### config.mk
export PLATFORM = sky130hd
export DESIGN_NAME = fifo_lvl
export DESIGN_NICKNAME = d
export VERILOG_FILES = /design/src/rtl/fifo_pkg.sv /design/src/rtl/fifo_lvl_ctrl.sv /design/src/rtl/fifo_lvl.sv
export SDC_FILE = /design/constraint.sdc
export NUM_CORES = 1
export LEC_CHECK = 0
export ABC_AREA = 1
export ABC_CLOCK_PERIOD_IN_PS = 3100
export BUFFER_PORTS_ARGS = -buffer_cell sky130_fd_sc_hd__buf_2
export CAP_MARGIN = 20
export CORE_MARGIN = 2
export CORE_UTILIZATION = 59
export DETAILED_ROUTE_END_ITERATION = 12
export HOLD_SLACK_MARGIN = 0.15
export PLACE_DENSITY = 0.74
export SYNTH_ARGS = -nofsm -noshare
export SYNTH_HDL_FRONTEND = slang
export SYNTH_HIERARCHICAL = 1
export SYNTH_SLANG_ARGS = --single-unit
### constraint.sdc
create_clock -name clk -period 3.1 [get_ports clk]
set_clock_uncertainty 0.15 [all_clocks]
set_input_delay 0.31 -clock clk [delete_from_list [all_inputs] [get_ports clk]]
set_output_delay 0.31 -clock clk [all_outputs]
set_load 0.01 [all_outputs]
### src/rtl/fifo_pkg.sv
// Shared types and sizing helpers for the level-tracking FIFO (fifo_lvl).
package fifo_pkg;

  // Decoded accepted operation for one cycle, encoded as {write_accepted, read_accepted}.
  typedef enum logic [1:0] {
    OP_NOP  = 2'b00,
    OP_POP  = 2'b01,
    OP_PUSH = 2'b10,
    OP_BOTH = 2'b11
  } op_e;

  // Default address width used when the FIFO is not overridden.
  localparam int DEF_W = 4;
  localparam int DEPTH = 2 ** DEF_W;

  // Level counter width: one extra bit so a full FIFO (2**w) is representable.
  function automatic int lvl_w(input int w);
    return w + 1;
  endfunction

  // Number of entries for a given address width.
  function automatic int depth_of(input int w);
    return 2 ** w;
  endfunction

endpackage

### src/rtl/fifo_lvl_ctrl.sv
// Pointer, level and flag control for fifo_lvl. Flags are registered from the
// next-state level so they always agree with level. Error flags only exist when
// FIFO_LVL_ERR_EN is defined.
module fifo_lvl_ctrl
  import fifo_pkg::*;
#(
  parameter int W     = 4,
  parameter int AF_TH = 14,
  parameter int AE_TH = 2
) (
  input  logic         clk,
  input  logic         reset_n,
  input  logic         wr,
  input  logic         rd,
`ifdef FIFO_LVL_ERR_EN
  input  logic         clr_err,
  output logic         overflow,
  output logic         underflow,
`endif
  output logic         wa,
  output logic [W-1:0] wptr,
  output logic [W-1:0] rptr,
  output logic [W:0]   level,
  output logic         full,
  output logic         empty,
  output logic         almost_full,
  output logic         almost_empty
);

  localparam int LW = lvl_w(W);
  localparam logic [LW-1:0] DEPTH_L = LW'(depth_of(W));
  localparam logic [LW-1:0] AF_L    = LW'(AF_TH);
  localparam logic [LW-1:0] AE_L    = LW'(AE_TH);

  logic          ra;
  op_e           op;
  logic [LW-1:0] lvl_n;

  // Acceptance and next-level decode. A write at full is accepted only when a
  // read frees the head slot in the same cycle.
  always_comb begin
    ra    = rd & ~empty;
    wa    = wr & (~full | rd);
    op    = op_e'({wa, ra});
    lvl_n = level;
    case (op)
      OP_PUSH: lvl_n = level + LW'(1);
      OP_POP:  lvl_n = level - LW'(1);
      default: lvl_n = level;
    endcase
  end

  // Pointers, level and registered flags; pointers wrap modulo 2**W.
  always_ff @(posedge clk or negedge reset_n) begin
    if (!reset_n) begin
      wptr         <= '0;
      rptr         <= '0;
      level        <= '0;
      full         <= 1'b0;
      empty        <= 1'b1;
      almost_full  <= 1'b0;
      almost_empty <= 1'b1;
    end else begin
      if (wa) wptr <= wptr + W'(1);
      if (ra) rptr <= rptr + W'(1);
      level        <= lvl_n;
      full         <= (lvl_n == DEPTH_L);
      empty        <= (lvl_n == '0);
      almost_full  <= (lvl_n >= AF_L);
      almost_empty <= (lvl_n <= AE_L);
    end
  end

`ifdef FIFO_LVL_ERR_EN
  // Sticky error flags; a set event in the same cycle as clr_err keeps the flag set.
  always_ff @(posedge clk or negedge reset_n) begin
    if (!reset_n) begin
      overflow  <= 1'b0;
      underflow <= 1'b0;
    end else begin
      overflow  <= (wr & full & ~rd) | (overflow & ~clr_err);
      underflow <= (rd & empty) | (underflow & ~clr_err);
    end
  end
`endif

endmodule

### src/rtl/fifo_lvl.sv
// fifo_lvl: parametrised first-word-fall-through FIFO with occupancy level and
// almost-full/almost-empty thresholds. Optional sticky overflow/underflow flags
// with clr_err are enabled by defining FIFO_LVL_ERR_EN.
module fifo_lvl
  import fifo_pkg::*;
#(
  parameter int B     = 8,
  parameter int W     = 4,
  parameter int AF_TH = 2 ** W - 2,
  parameter int AE_TH = 2
) (
  input  logic         clk,
  input  logic         reset_n,
  input  logic         wr,
  input  logic         rd,
  input  logic [B-1:0] wdata,
`ifdef FIFO_LVL_ERR_EN
  input  logic         clr_err,
  output logic         overflow,
  output logic         underflow,
`endif
  output logic [B-1:0] rdata,
  output logic         full,
  output logic         empty,
  output logic         almost_full,
  output logic         almost_empty,
  output logic [W:0]   level
);

  // Reject illegal configurations at elaboration.
  if (W < 1 || AE_TH >= AF_TH || AF_TH > 2 ** W) begin : g_bad_cfg
    $error("fifo_lvl: illegal parameters W=%0d AF_TH=%0d AE_TH=%0d", W, AF_TH, AE_TH);
  end

  logic [B-1:0] mem [depth_of(W)];
  logic [W-1:0] wptr;
  logic [W-1:0] rptr;
  logic         wa;

  fifo_lvl_ctrl #(
    .W     (W),
    .AF_TH (AF_TH),
    .AE_TH (AE_TH)
  ) u_ctrl (
    .clk          (clk),
    .reset_n      (reset_n),
    .wr           (wr),
    .rd           (rd),
`ifdef FIFO_LVL_ERR_EN
    .clr_err      (clr_err),
    .overflow     (overflow),
    .underflow    (underflow),
`endif
    .wa           (wa),
    .wptr         (wptr),
    .rptr         (rptr),
    .level        (level),
    .full         (full),
    .empty        (empty),
    .almost_full  (almost_full),
    .almost_empty (almost_empty)
  );

  // Storage write; the array is intentionally not reset, stale data is unreachable.
  always_ff @(posedge clk) begin
    if (wa) mem[wptr] <= wdata;
  end

  // Head of queue is presented combinationally (first-word-fall-through).
  always_comb begin
    rdata = mem[rptr];
  end

endmodule

## Word-level counts from Yosys, hierarchy flattened

Memories as Yosys holds them, arrays and structs flattened.
Index checks and enable logic that the tools add are counted.

| cells by class | value |
|---|---|
| add/sub/neg operators | 4 |
| bitwise logic cells | 5 |
| eq/ne operators | 3 |
| multiplexer cells | 3 |
| reductions and logical operators | 1 |
| $lt $le $gt $ge | 2 |

Operators by type and width:

| kind | count |
|---|---|
| 5-bit one-hot mux with 2 select lines | 1 |
| 4-bit by 1-bit adder with 4-bit output (second input constant) | 2 |
| 5-bit by 1-bit adder with 5-bit output (second input constant) | 1 |
| 5-bit == test (second input constant) | 1 |
| 5-bit by 4-bit >= comparator with 1-bit output (second input constant) | 1 |
| 5-bit by 2-bit less-or-equal comparator with 1-bit output (second input constant) | 1 |
| 5-bit logical NOT | 1 |
| 5-bit by 1-bit subtractor with 5-bit output (second input constant) | 1 |
| 1-bit bitwise AND | 2 |
| 2-bit by 1-bit == test with 1-bit output (second input constant) | 1 |
| 2-bit == test (second input constant) | 1 |
| 1-bit 2-to-1 mux | 2 |
| 1-bit inverter | 2 |
| 1-bit OR | 1 |

| storage, ports and cells | value |
|---|---|
| bits of input ports | 12 |
| logic and storage cells | 26 |
| bits in registers | 17 |
| memories | 1 |
| output and inout port bits | 17 |
| memory bits (writable) | 128 |

Memory list:

| memory | words | width | read ports | clocked after memory_dff | wr ports | RTL line | RTL |
|---|---|---|---|---|---|---|---|
| mem | 16 | 8 | 1 | 0 | 1 | fifo_lvl.sv:35 | `logic [B-1:0] mem [depth_of(W)];` |

## Longest topological paths before layout

Gate-level depths: netlist (run 1).

| depth | value |
|---|---|
| depth in word-level cells | 6 |
| gate-level depth with buffers | 17 |
| depth with buffers taken out | 17 |

## Hierarchy

Netlist (run 1), hierarchy kept.

Modules (own cells, without submodules):

| module | area an instance (um^2) | instances | seq. area each (um^2) | cells each |
|---|---|---|---|---|
| fifo_lvl | 5606.6 | 1 | 3843.7 | 543 |
| fifo_lvl_ctrl | 932.1 | 1 | 427.9 | 105 |

## Worst setup path before layout (run 1)

Ideal clock, no wire load.

| path | value |
|---|---|
| kind | register to register |
| start | register u_ctrl.full |
| end | register u_ctrl.full |
| buffers on the path | 0 |
| library setup time | 118 ps |
| stages on the path, launching flop included | 15 |
| required time | 2832 ps |
| data arrival time | 2081 ps |
| clock period less this slack | 2349 ps |
| setup slack | 751 ps |
| cell sequence | dfrtp_1 > a21oi_2 > inv_1 > ha_1 > inv_2 > nand2_1 > and2_1 > ha_1 > inv_1 > o21ai_0 > inv_1 > nand2_1 > nor2_2 > nand3_1 > nor2_1 |

| on the way | value |
|---|---|
| cells in the longest elaborated chain, start to end | 6 |
| elaborated cells between the ends (all ways) | 7 |
| classes of those cells | 3 x eq/ne; 1 x mux; 3 x bitwise |

Ends and longest elaborated chain:

| what | RTL line | RTL |
|---|---|---|
| start: declaration | fifo_lvl_ctrl.sv:24 | `output logic full,` |
| start signal: assignment | fifo_lvl_ctrl.sv:67 | `full <= (lvl_n == DEPTH_L);` |
| 1-bit inverter (*) | fifo_lvl_ctrl.sv:43 | `wa = wr & (~full \| rd);` |
| 1-bit OR (*) | fifo_lvl_ctrl.sv:43 |  |
| 1-bit bitwise AND (*) | fifo_lvl_ctrl.sv:43 |  |
| net wa | fifo_lvl.sv:38 | `logic wa;` |
| 2-bit by 1-bit == test with 1-bit output / 2-bit == test (equally long branches) | fifo_lvl_ctrl.sv:46 | `case (op)` |
| 5-bit one-hot mux with 2 select lines (*) | fifo_lvl_ctrl.sv:46 |  |
| net u_ctrl.lvl_n[1] | fifo_lvl_ctrl.sv:37 | `logic [LW-1:0] lvl_n;` |
| 5-bit == test (*) | fifo_lvl_ctrl.sv:67 |  |

The timed path passes the listed nets; every way through them passes the cells marked *.
A chain may end at the register's enable or synchronous reset.

## Final worst setup path (run 1)

| path | value |
|---|---|
| start | register u_ctrl.rptr[0] |
| end | output port rdata[2] |

| on the way | value |
|---|---|
| cells in the longest elaborated chain, start to end | 1 |

Ends and longest elaborated chain:

| what | RTL line | RTL |
|---|---|---|
| start: declaration | fifo_lvl_ctrl.sv:22 | `output logic [W-1:0] rptr,` |
| start signal: assignment | fifo_lvl_ctrl.sv:65 | `if (ra) rptr <= rptr + W'(1);` |
| memory read 16 x 8 bit | n/a |  |
| end: declaration | fifo_lvl.sv:22 | `output logic [B-1:0] rdata,` |

Every way passes these cells.

==> results of run 1 <==
==> final timing paths <==
kind | from | slack, ns | endpoint
setup / recovery | u_ctrl/rptr[0] | 0.34 | rdata[2]
min in group asynchronous | reset_n | 0.67 | u_ctrl/empty
hold / removal | u_ctrl/wptr[3] | 0.40 | u_ctrl/wptr[3]
max in group asynchronous | reset_n | 0.89 | u_ctrl/rptr[0]
hold reg to reg | u_ctrl/wptr[3] | 0.40 | u_ctrl/wptr[3]
setup reg to reg | u_ctrl/full | 0.65 | u_ctrl/full
==> layer usage <==
layer / part of all wire, % / GRT usage (%) / vias to the layer above / wire, um
met4: 3.1 / 13.1 / 0 / 434
met3: 4.7 / 4.66 / 33 / 669
met1: 39 / 30.4 / 2157 / 5540
li1: - / - / 2180 / -
met5: 0 / 0 / - / 0
met2: 53 / 45.7 / 144 / 7470
==> worst max-delay path: stages, from the launching register on <==
cell and delay, ns:
dfrtp_2 0.37, buf_4 0.59, nand2_1 0.12, nand2_1 0.13, nand2_1 0.07, nand3_1 0.16, nand3_1 0.09, nand2_1 0.09
buf_2 0.13
==> registers in the layout, summed over array words and instances, names as in the netlist <==
register and count:
u_ctrl/full 1, u_ctrl/wptr 4, u_ctrl/almost_full 1, u_ctrl/empty 1, mem 128, u_ctrl/rptr 4
u_ctrl/level 5, u_ctrl/almost_empty 1
==> area by class of cell <==
type / count / area (um2) / area share (%)
Sequential cell: 145 / 4270 / 56.1
Multi-Input combinational cell: 359 / 1650 / 21.7
Inverter: 120 / 450 / 5.92
Clock buffer: 19 / 422 / 5.54
Timing Repair Buffer: 56 / 400 / 5.26
Clock inverter: 13 / 239 / 3.14
Tap cell: 140 / 175 / 2.30
==> per-stage QoR <==
| stage | area (um2) | power [mW] |
|---|---|---|
| 2_1_floorplan | 6540 | 4.46 |
| 5_1_grt | 7610 | 7.88 |
| 3_3_place_gp | 6800 | 5.07 |
| 3_5_place_dp | 6800 | 5.15 |
| 6_report | 7610 | 7.47 |
| 4_1_cts | 7610 | 7.49 |
==> cell families (layout without fill, tap and decap cells) <==
| group | after synthesis | count (layout) | synth area share (%) |
|---|---|---|---|
| adders and majority gates | 5 | 5 | 0.957 |
| and+or+nand+nor | 342 | 342 | 22.8 |
| DFF | 145 | 145 | 65.3 |
| buffers and inverters | 144 | 208 | 9.43 |
| muxes | 1 | 1 | 0.172 |
| AOI/OAI and AO/OA | 3 | 3 | 0.287 |
| xor gates and xnor gates | 8 | 8 | 1.07 |
==> power groups by stage <==
stage	Combinational [mW]	Sequential (mW)	Clock, mW
global placement	2.46	2.60	0
global route	2.87	2.62	2.40
CTS	2.60	2.58	2.30
floorplan	1.84	2.62	0
finish	2.61	2.58	2.29
detailed placement	2.53	2.62	0
==> cells in the final DEF (no fill, tap or decap), types with 3 or more instances in the layout <==
cell type      Yosys  final
nand2_1          199    199
edfxtp_1         128    128
inv_1            113    113
nand3_1          103    103
buf_2             13     28
nor2_1            21     21
clkbuf_16          0     16
dlygate4sd3_1      0     15
dfrtp_1           15     14
buf_4              4     12
inv_2              7      7
bufinv_16          0      7
xnor2_1            5      5
ha_1               5      5
nand4_1            4      4
nand3_2            4      4
clkinv_1           0      3
xor2_1             3      3
nor2_2             3      3
==> reports/results.tsv, run 1 <==
metric	value	unit
dp_slack	0.475	ns
synth_common_cells	nand2_1 (199), edfxtp_1 (128), inv_1 (113), nand3_1 (103), nor2_1 (21)	
dr_total_vias	4514	
min_path_type	flop to flop	
nNetsFinal	716	
place_inst	805	
ctsHoldBuffers	15	
clock_path_buffers	2	
fillCellCount	793	
grt_pass1_wl	22400	um
hpwl	8480	um
crit_path_start_kind	flop	
start_util	60.3	%
dr.first_iter.drc_count	440	
num_rows	38	
reg2regPathDepth	14	
ys_seq_area_share	65.3	%
cts_tree	yes	
final_util	70.2	%
drtPass1Iterations	5	
globalplace.congestion	0.810	
powerDensity	982	nW/um2
grt_start_max_net_pins	68	
fin_crit	2.76	ns
htreeDepth	4	
drv_slew	0	
combPwrFrac	34.9	%
critPathMaxFanout	67	
clkTransAtPathRegs	0.06	ns
ys_types	28	
p_seq_share	34.6	%
synth_area	6540	um2
post_drt_wl_per_cell	16.6	um
antenna_found_initial	0	
postSynthCellCount	648	
p_clk_share	30.6	%
p_switching	2.65	mW
grt-ovfl-total	0	
setup_viol	0	
p_leak	3.40	nW
worstMarginPinSlew	0.855	ns
synthArstFlopShare	11.7	%
relSlewSlack	42.8	%
final_cells	852	
ys.flop_type	edfxtp_1	
tns	0	ns
via_per_inst	5.30	
numCtsBuffers	17	
cp.required	2.64	ns
hold_depth	1	
netlist.area_leader.share	58.8	%
layout-drive-gt1-share	12.9	%
endpoint_kind	output port	
worst_skew_pair.late_latency	0.52	ns
die-area	11900	um2
arrival	2.30	ns
post-synth-top-count-cell	nand2_1	
hold_viol	0	
worst_hold_slack	0.405	ns
postCtsResizedCells	0	
num_io_pins	29	
switching_share	35.5	%
ys_seq_elements	145	
io_buffers	28	
postCtsSetupBuffers	0	
grt_pass1_vias	4593	
vdd_drop_max	0.000576	V
coreArea	10800	um2
yosys.area.top_type	edfxtp_1	
maxCapViolations	0	
worst_slack	0.341	ns
syn-num-nets	665	
finalWirelength	14100	um
antenna_cells	0	
status	finished clean	
die_w	109	um
syn2layout_area_growth	16.4	%
crit_type	flop to output port	
ant_nets	0	
drc	0	
die_y	109	um
track_usage	25.9	%
period_share	89.0	%
rsz0062_at_grt	no	
synth_edf_count	128	
syn_avg_cell_area	10.1	um2
p_int	4.82	mW
timing.fmax	0.362	GHz
synth_area_leaders	edfxtp_1 (59%), nand2_1 (11%), nand3_1 (7.9%)	
yosys_warnings	6	
cts.sinks	145	
cts-root-buf	clkbuf_8	
(Power assumes the default switching activity.)
==> run 2, diff against run 1 <==
--- a/config.mk
+++ b/config.mk
@@ -16,5 +16,4 @@
 export PLACE_DENSITY = 0.74
 export SYNTH_ARGS = -nofsm -noshare
 export SYNTH_HDL_FRONTEND = slang
-export SYNTH_HIERARCHICAL = 1
 export SYNTH_SLANG_ARGS = --single-unit
==> run 2 against run 1 <==
Net effect:
- wire length decreased by 9.0%
- global-route usage down 1.4 points
- synthesized area shrank 7.1%
- non-clock buffer count fell by 4
- critical path depth shrank 2
- via count decreased by 13%
- power shrank 5.6%
- sequential power rose by 2%
- sequential share of layout area is 4.2 points higher
- setup slack got worse by 0.16 ns
- fmax decreased by 5.4%
- critical path type unchanged
- critical endpoint is now rdata[6]
- largest cell class unchanged
- largest power group is now sequential cells
==> reports/results.tsv, run 2 <==
metric	value	unit	change
status	finished clean		unchanged
grt-ovfl-total	0		unchanged
fin_crit	2.92	ns	was 2.76 ns
num_rows	37		was 38
cts_tree	yes		unchanged
ys_seq_elements	145		unchanged
crit_chain	buf_4, o21ai_0, o211ai_1, nand3_1, nand2_1, buf_2		was buf_4, nand2_1, nand2_1, nand2_1, nand3_1, nand3_1, nand2_1, buf_2
ctsHoldBuffers	14		was 15
reg2reg_slack	0.63	ns	was 0.65 ns
synth_area	6080	um2	was 6540 um2
synthArstFlopShare	11.7	%	unchanged
nNetsFinal	568		was 716
final_common_cell	edfxtp_1		was nand2_1
io_buffers	28		unchanged
syn_avg_cell_area	12.1	um2	was 10.1 um2
tns	0	ns	unchanged
crit_path_start_kind	flop		unchanged
maxCapViolations	0		unchanged
period_share	94.1	%	was 89.0%
drv_slew	0		unchanged
die_w	105	um	was 109 um
ant_nets	0		unchanged
ys_types	27		was 28
die_y	105	um	was 109 um
finalPower	7.05	mW	was 7.47 mW
numCtsBuffers	17		unchanged
crit_type	flop to output port		unchanged
reg_top3	mem: 128 flops, u_ctrl.level: 5 flops		was mem: 128 flops, u_ctrl/level: 5 flops
htreeDepth	4		unchanged
drtPass1Iterations	5		unchanged
antenna_cells	0		unchanged
antenna_found_initial	0		unchanged
syn-num-nets	523		was 665
num_io_pins	29		unchanged
hold_viol	0		unchanged
syn2layout_area_growth	16.5	%	was 16.4%
clock_path_buffers	2		unchanged
coreArea	10100	um2	was 10800 um2
hold_start	u_ctrl.level[0]		was u_ctrl/wptr[3]
grt_pass1_vias	3876		was 4593
regMostFlops	mem		unchanged
timing.fmax	0.343	GHz	was 0.362 GHz
max_stage_delay	0.54	ns	was 0.59 ns
cts-root-buf	clkbuf_8		unchanged
post_drt_wl_per_cell	18.4	um	was 16.6 um
start_util	59.9	%	was 60.3%
finalWirelength	12800	um	was 14100 um
yosys_warnings	0		was 6
synth_edf_count	128		unchanged
critPathMaxFanout	67		unchanged
cpMaxStageDelayCell	buf_4		unchanged
track_usage	24.5	%	was 25.9%
dr_total_vias	3943		was 4514
postSynthCellCount	503		was 648
postCtsSetupBuffers	0		unchanged
setup_viol	0		unchanged
min_path_type	flop to flop		unchanged
powerDensity	996	nW/um2	was 982 nW/um2
endpoint_kind	output port		unchanged
post-synth-top-count-cell	edfxtp_1		was nand2_1
worst_skew_pair.late_latency	0.52	ns	about the same
yosys.area.top_type	edfxtp_1		unchanged
synth_area_leaders	edfxtp_1 (63%), nor2_1 (7.2%), dfrtp_1 (6.2%)		was edfxtp_1 (59%), nand2_1 (11%), nand3_1 (7.9%)
cts.sinks	145		unchanged
final_cell_mix	edfxtp_1 (128), nor2_1 (117), o21ai_0 (44)		was nand2_1 (199), edfxtp_1 (128), inv_1 (113)
rsz0062_at_grt	no		unchanged
reg2regPathDepth	12		was 14
hpwl	7460	um	was 8480 um
critPathTopFamily	buffers and inverters		unchanged
clkTransAtPathRegs	0.06	ns	about the same
p_leak	2.58	nW	was 3.40 nW
arrival	2.46	ns	was 2.30 ns
synth_common_cells	edfxtp_1 (128), nor2_1 (117), o21ai_0 (44), nand2_1 (43)		was nand2_1 (199), edfxtp_1 (128), inv_1 (113), nand3_1 (103), nor2_1 (21)
hold_depth	1		unchanged
postCtsResizedCells	0		unchanged
globalplace.congestion	0.816		was 0.810
grt_start_max_net_pins	68		unchanged
grt_pass1_wl	20400	um	was 22400 um
layout-drive-gt1-share	15.5	%	was 12.9%
ys_seq_area_share	70.3	%	was 65.3%
via_per_inst	5.67		was 5.30
largest_reg_flops	128		unchanged
worstMarginPinSlew	0.934	ns	was 0.855 ns
rr_startpoint	u_ctrl.empty		was u_ctrl/full
netlist.area_leader.share	63.2	%	was 58.8%
drc	0		unchanged
r2r-end	u_ctrl.almost_full		was u_ctrl/full
ys.flop_type	edfxtp_1		unchanged
critPathBufInv	2		unchanged
vdd_drop_max	0.000602	V	was 0.000576 V
dr.first_iter.drc_count	395		was 440
relSlewSlack	37.5	%	was 42.8%
die-area	11100	um2	was 11900 um2
hold_end	u_ctrl.level[0]		was u_ctrl/wptr[3]
cp.required	2.64	ns	about the same
-- run 2: changes by cell type after synthesis, moves of 5 or more --
cell | before | now
o211ai_1 | 0 | 31
clkbuf_1 | 0 | 9
o21ai_1 | 0 | 31
nand2_1 | 199 | 43
nor2_1 | 21 | 117
inv_1 | 113 | 14
nand3_1 | 103 | 15
o21ai_0 | 1 | 44
xor2_1 | 3 | 8
-- run 2: worst max path at each step --
stage,endpoint,cells after the start,slack (ns),startpoint
2_1_floorplan,u_ctrl.almost_full,14,0.96,u_ctrl.empty
3_3_place_gp,u_ctrl.full,13,0.73,rd
3_5_place_dp,u_ctrl.full,15,0.58,rd
4_1_cts,rdata[6],6,0.21,u_ctrl.rptr[0]
5_1_grt,rdata[6],6,0.07,u_ctrl.rptr[0]
6_report,rdata[6],6,0.18,u_ctrl.rptr[0]
-- run 2: logic make-up after synthesis --
group	after synthesis	share of synthesized area (%)
multiplexers	1	0.185
flip-flops	145	70.3
XOR/XNOR	9	1.30
adder cells (fa/ha/maj)	8	1.65
AND/OR/NAND/NOR	186	12.3
AO/OA/AOI/OAI	108	10.4
buffers and inverters	46	3.87
-- run 2: final cells by class --
class | count | area [um2]
repair buffers | 52 | 355
clock buffers | 18 | 418
inverters | 20 | 80.1
clock inverters | 13 | 210
flip-flops and latches | 145 | 4270
fillers | 698 | 3060
multi-input cells | 312 | 1570
well taps | 136 | 170
-- run 2: per-layer routing --
metal	track usage [%]	share of wire, %	up-vias	wire length [um]
li1	-	-	1876	-
met1	33.5	42	1881	5450
met2	39.0	49	174	6290
met3	6.74	7.4	12	956
met4	7.24	1.2	0	151
met5	0	0	-	0
-- run 2: power breakdown --
group	switching [mW]	internal [mW]	total [mW]
clock	0.775	1.39	2.16
sequential	0.227	2.41	2.64
combinational	1.51	0.746	2.25
-- run 2: through the flow --
stage / instance area [um2] / hold slack [ns] / util, % / setup WS [ns] / cells
6_report: 7080 / 0.456 / 69.8 / 0.184 / 696
5_1_grt: 7080 / 0.473 / 69.8 / 0.0701 / 696
4_1_cts: 7080 / 0.452 / 69.8 / 0.206 / 696
3_5_place_dp: 6310 / 0.100 / 62.2 / 0.581 / 651
3_3_place_gp: 6310 / 0.0992 / 62.2 / 0.731 / 651
2_1_floorplan: 6080 / -0.136 / - / 0.963 / 503
==> run 3, diff against run 2 <==
--- a/config.mk
+++ b/config.mk
@@ -14,6 +14,7 @@
 export DETAILED_ROUTE_END_ITERATION = 12
 export HOLD_SLACK_MARGIN = 0.15
 export PLACE_DENSITY = 0.74
+export RECOVER_POWER = 50
 export SYNTH_ARGS = -nofsm -noshare
 export SYNTH_HDL_FRONTEND = slang
 export SYNTH_SLANG_ARGS = --single-unit
==> run 3 against run 2 <==
Net effect:
- count of clock-buffer cells in the layout is the same
- first-iteration DRC count grew 5.1%
- sequential share of layout area up 0.29 points
- final cell count unchanged
- clock power hardly changed
- die area unchanged
- combinational power is essentially flat
- sequential power about the same
- register-to-register slack barely moved
- power is 0.21% lower
- critical endpoint unchanged
==> reports/results.tsv, run 3 (synthesis results as in run 2) <==
metric	value	unit	change
gr-usage-met1	33.5	%	unchanged
tns	0	ns	unchanged
worstMarginPinSlew	0.915	ns	was 0.934 ns
final_cell_mix	edfxtp_1 (128), nor2_1 (117), o21ai_0 (44)		unchanged
crit_path_start_kind	flop		unchanged
largest_reg_flops	128		unchanged
io_buffers	28		unchanged
reg_top3	mem: 128 flops, u_ctrl.level: 5 flops		unchanged
coreArea	10100	um2	unchanged
postCtsResizedCells	0		unchanged
via_per_inst	5.69		was 5.67
cp.required	2.64	ns	about the same
die-area	11100	um2	unchanged
grt_pass1_vias	3876		unchanged
clock_path_buffers	2		unchanged
multi_input_area	1570	um2	unchanged
min_path_type	flop to flop		unchanged
ant_nets	0		unchanged
crit_type	flop to output port		unchanged
timing.fmax	0.346	GHz	was 0.343 GHz
die_w	105	um	unchanged
grt_most_used_layer	met2		unchanged
final_common_cell	edfxtp_1		unchanged
num_rows	37		unchanged
drc	0		unchanged
globalplace.congestion	0.816		unchanged
setup_viol	0		unchanged
arrival	2.43	ns	was 2.46 ns
start_util	59.9	%	unchanged
hold_end	u_ctrl.level[0]		unchanged
worst_skew_pair.late_latency	0.52	ns	about the same
post_drt_wl_per_cell	18.5	um	was 18.4 um
antenna_cells	0		unchanged
finalWirelength	12900	um	was 12800 um
dr.first_iter.drc_count	415		was 395
cts-root-buf	clkbuf_8		unchanged
reg2reg_slack	0.63	ns	about the same
register_area	4270	um2	unchanged
critPathMaxFanout	67		unchanged
period_share	93.2	%	was 94.1%
numCtsBuffers	17		unchanged
p_leak	2.52	nW	was 2.58 nW
use_met3	6.74	%	unchanged
finalPower	7.04	mW	was 7.05 mW
fillCellCount	709		was 698
grt_start_max_net_pins	68		unchanged
grt-ovfl-total	0		unchanged
powerDensity	999	nW/um2	was 996 nW/um2
clkTransAtPathRegs	0.06	ns	about the same
endpoint_kind	output port		unchanged
r2r-end	u_ctrl.almost_full		unchanged
drv_slew	0		unchanged
vdd_drop_max	0.000600	V	was 0.000602 V
layout-drive-gt1-share	11.6	%	was 15.5%
regMostFlops	mem		unchanged
status	finished clean		unchanged
rsz0062_at_grt	no		unchanged
rr_startpoint	u_ctrl.empty		unchanged
num_io_pins	29		unchanged
fin_crit	2.89	ns	was 2.92 ns
use_met2	39.0	%	unchanged
reg2regPathDepth	12		unchanged
drtPass1Iterations	5		unchanged
hold_viol	0		unchanged
postCtsSetupBuffers	0		unchanged
dr_total_vias	3957		was 3943
nNetsFinal	568		unchanged
htreeDepth	4		unchanged
hold_start	u_ctrl.level[0]		unchanged
cts_tree	yes		unchanged
antenna_found_initial	0		unchanged
maxCapViolations	0		unchanged
cts.sinks	145		unchanged
track_usage	24.5	%	unchanged
syn2layout_area_growth	15.9	%	was 16.5%
die_y	105	um	unchanged
hpwl	7460	um	unchanged
grt_pass1_wl	20400	um	unchanged
relSlewSlack	38.8	%	was 37.5%
hold_depth	1		unchanged
run 3: cell count changes in the layout (fill, tap and decap cells not counted):
| cell | change |
|---|---|
| inv_1 | +1 |
| buf_2 | -18 |
| clkbuf_1 | +21 |
| inv_2 | -1 |
| buf_4 | -3 |
run 3: through the flow:
| step | instance area (um2) | utilization (%) | hold slack (ns) | cells | setup WS, ns |
|---|---|---|---|---|---|
| 2_1_floorplan | 6080 | - | -0.136 | 503 | 0.963 |
| 3_3_place_gp | 6310 | 62.2 | 0.0992 | 651 | 0.731 |
| 6_report | 7040 | 69.5 | 0.454 | 696 | 0.211 |
| 4_1_cts | 7080 | 69.8 | 0.452 | 696 | 0.206 |
| 3_5_place_dp | 6310 | 62.2 | 0.100 | 651 | 0.581 |
| 5_1_grt | 7040 | 69.5 | 0.478 | 696 | 0.0701 |
run 3: repair_timing:
item                                    CTS  global route
endpoints found under the setup margin    0             0
hold endpoints to repair                150             0
hold buffers                             14             0
run 3: how the worst max path moves through the flow:
stage | end | depth (start not counted) | slack (ns) | startpoint
after detailed placement | u_ctrl.full | 15 | 0.58 | rd
final | rdata[6] | 6 | 0.21 | u_ctrl.rptr[0]
after global placement | u_ctrl.full | 13 | 0.73 | rd
after floorplan | u_ctrl.almost_full | 14 | 0.96 | u_ctrl.empty
after global routing | rdata[6] | 6 | 0.07 | u_ctrl.rptr[0]
after CTS | rdata[6] | 6 | 0.21 | u_ctrl.rptr[0]
run 3: layout make-up:
| class | instances | share of cell area [%] |
|---|---|---|
| Clock buffer | 18 | 5.93 |
| Clock inverter | 13 | 2.98 |
| Inverter | 20 | 1.14 |
| Multi-Input combinational cell | 312 | 22.3 |
| Sequential cell | 145 | 60.7 |
| Tap cell | 136 | 2.42 |
| Timing Repair Buffer | 52 | 4.56 |
run 3: routing by layer:
layer | vias to the layer above | wire (um)
met4 | 0 | 146
met3 | 14 | 936
met1 | 1891 | 5460
met2 | 173 | 6320
li1 | 1879 | -
met5 | - | 0
run 3: where the power goes:
group | total [mW] | internal [mW] | switching (mW)
clock network | 2.16 | 1.39 | 0.775
logic | 2.24 | 0.726 | 1.51
registers | 2.64 | 2.41 | 0.227
run 3: worst max-delay path: stages, from the launching register on:
cell and delay, ns:
dfrtp_2 0.40, buf_4 0.55, o21ai_0 0.21, o211ai_1 0.34
nand3_1 0.17, nand2_1 0.10, buf_2 0.13
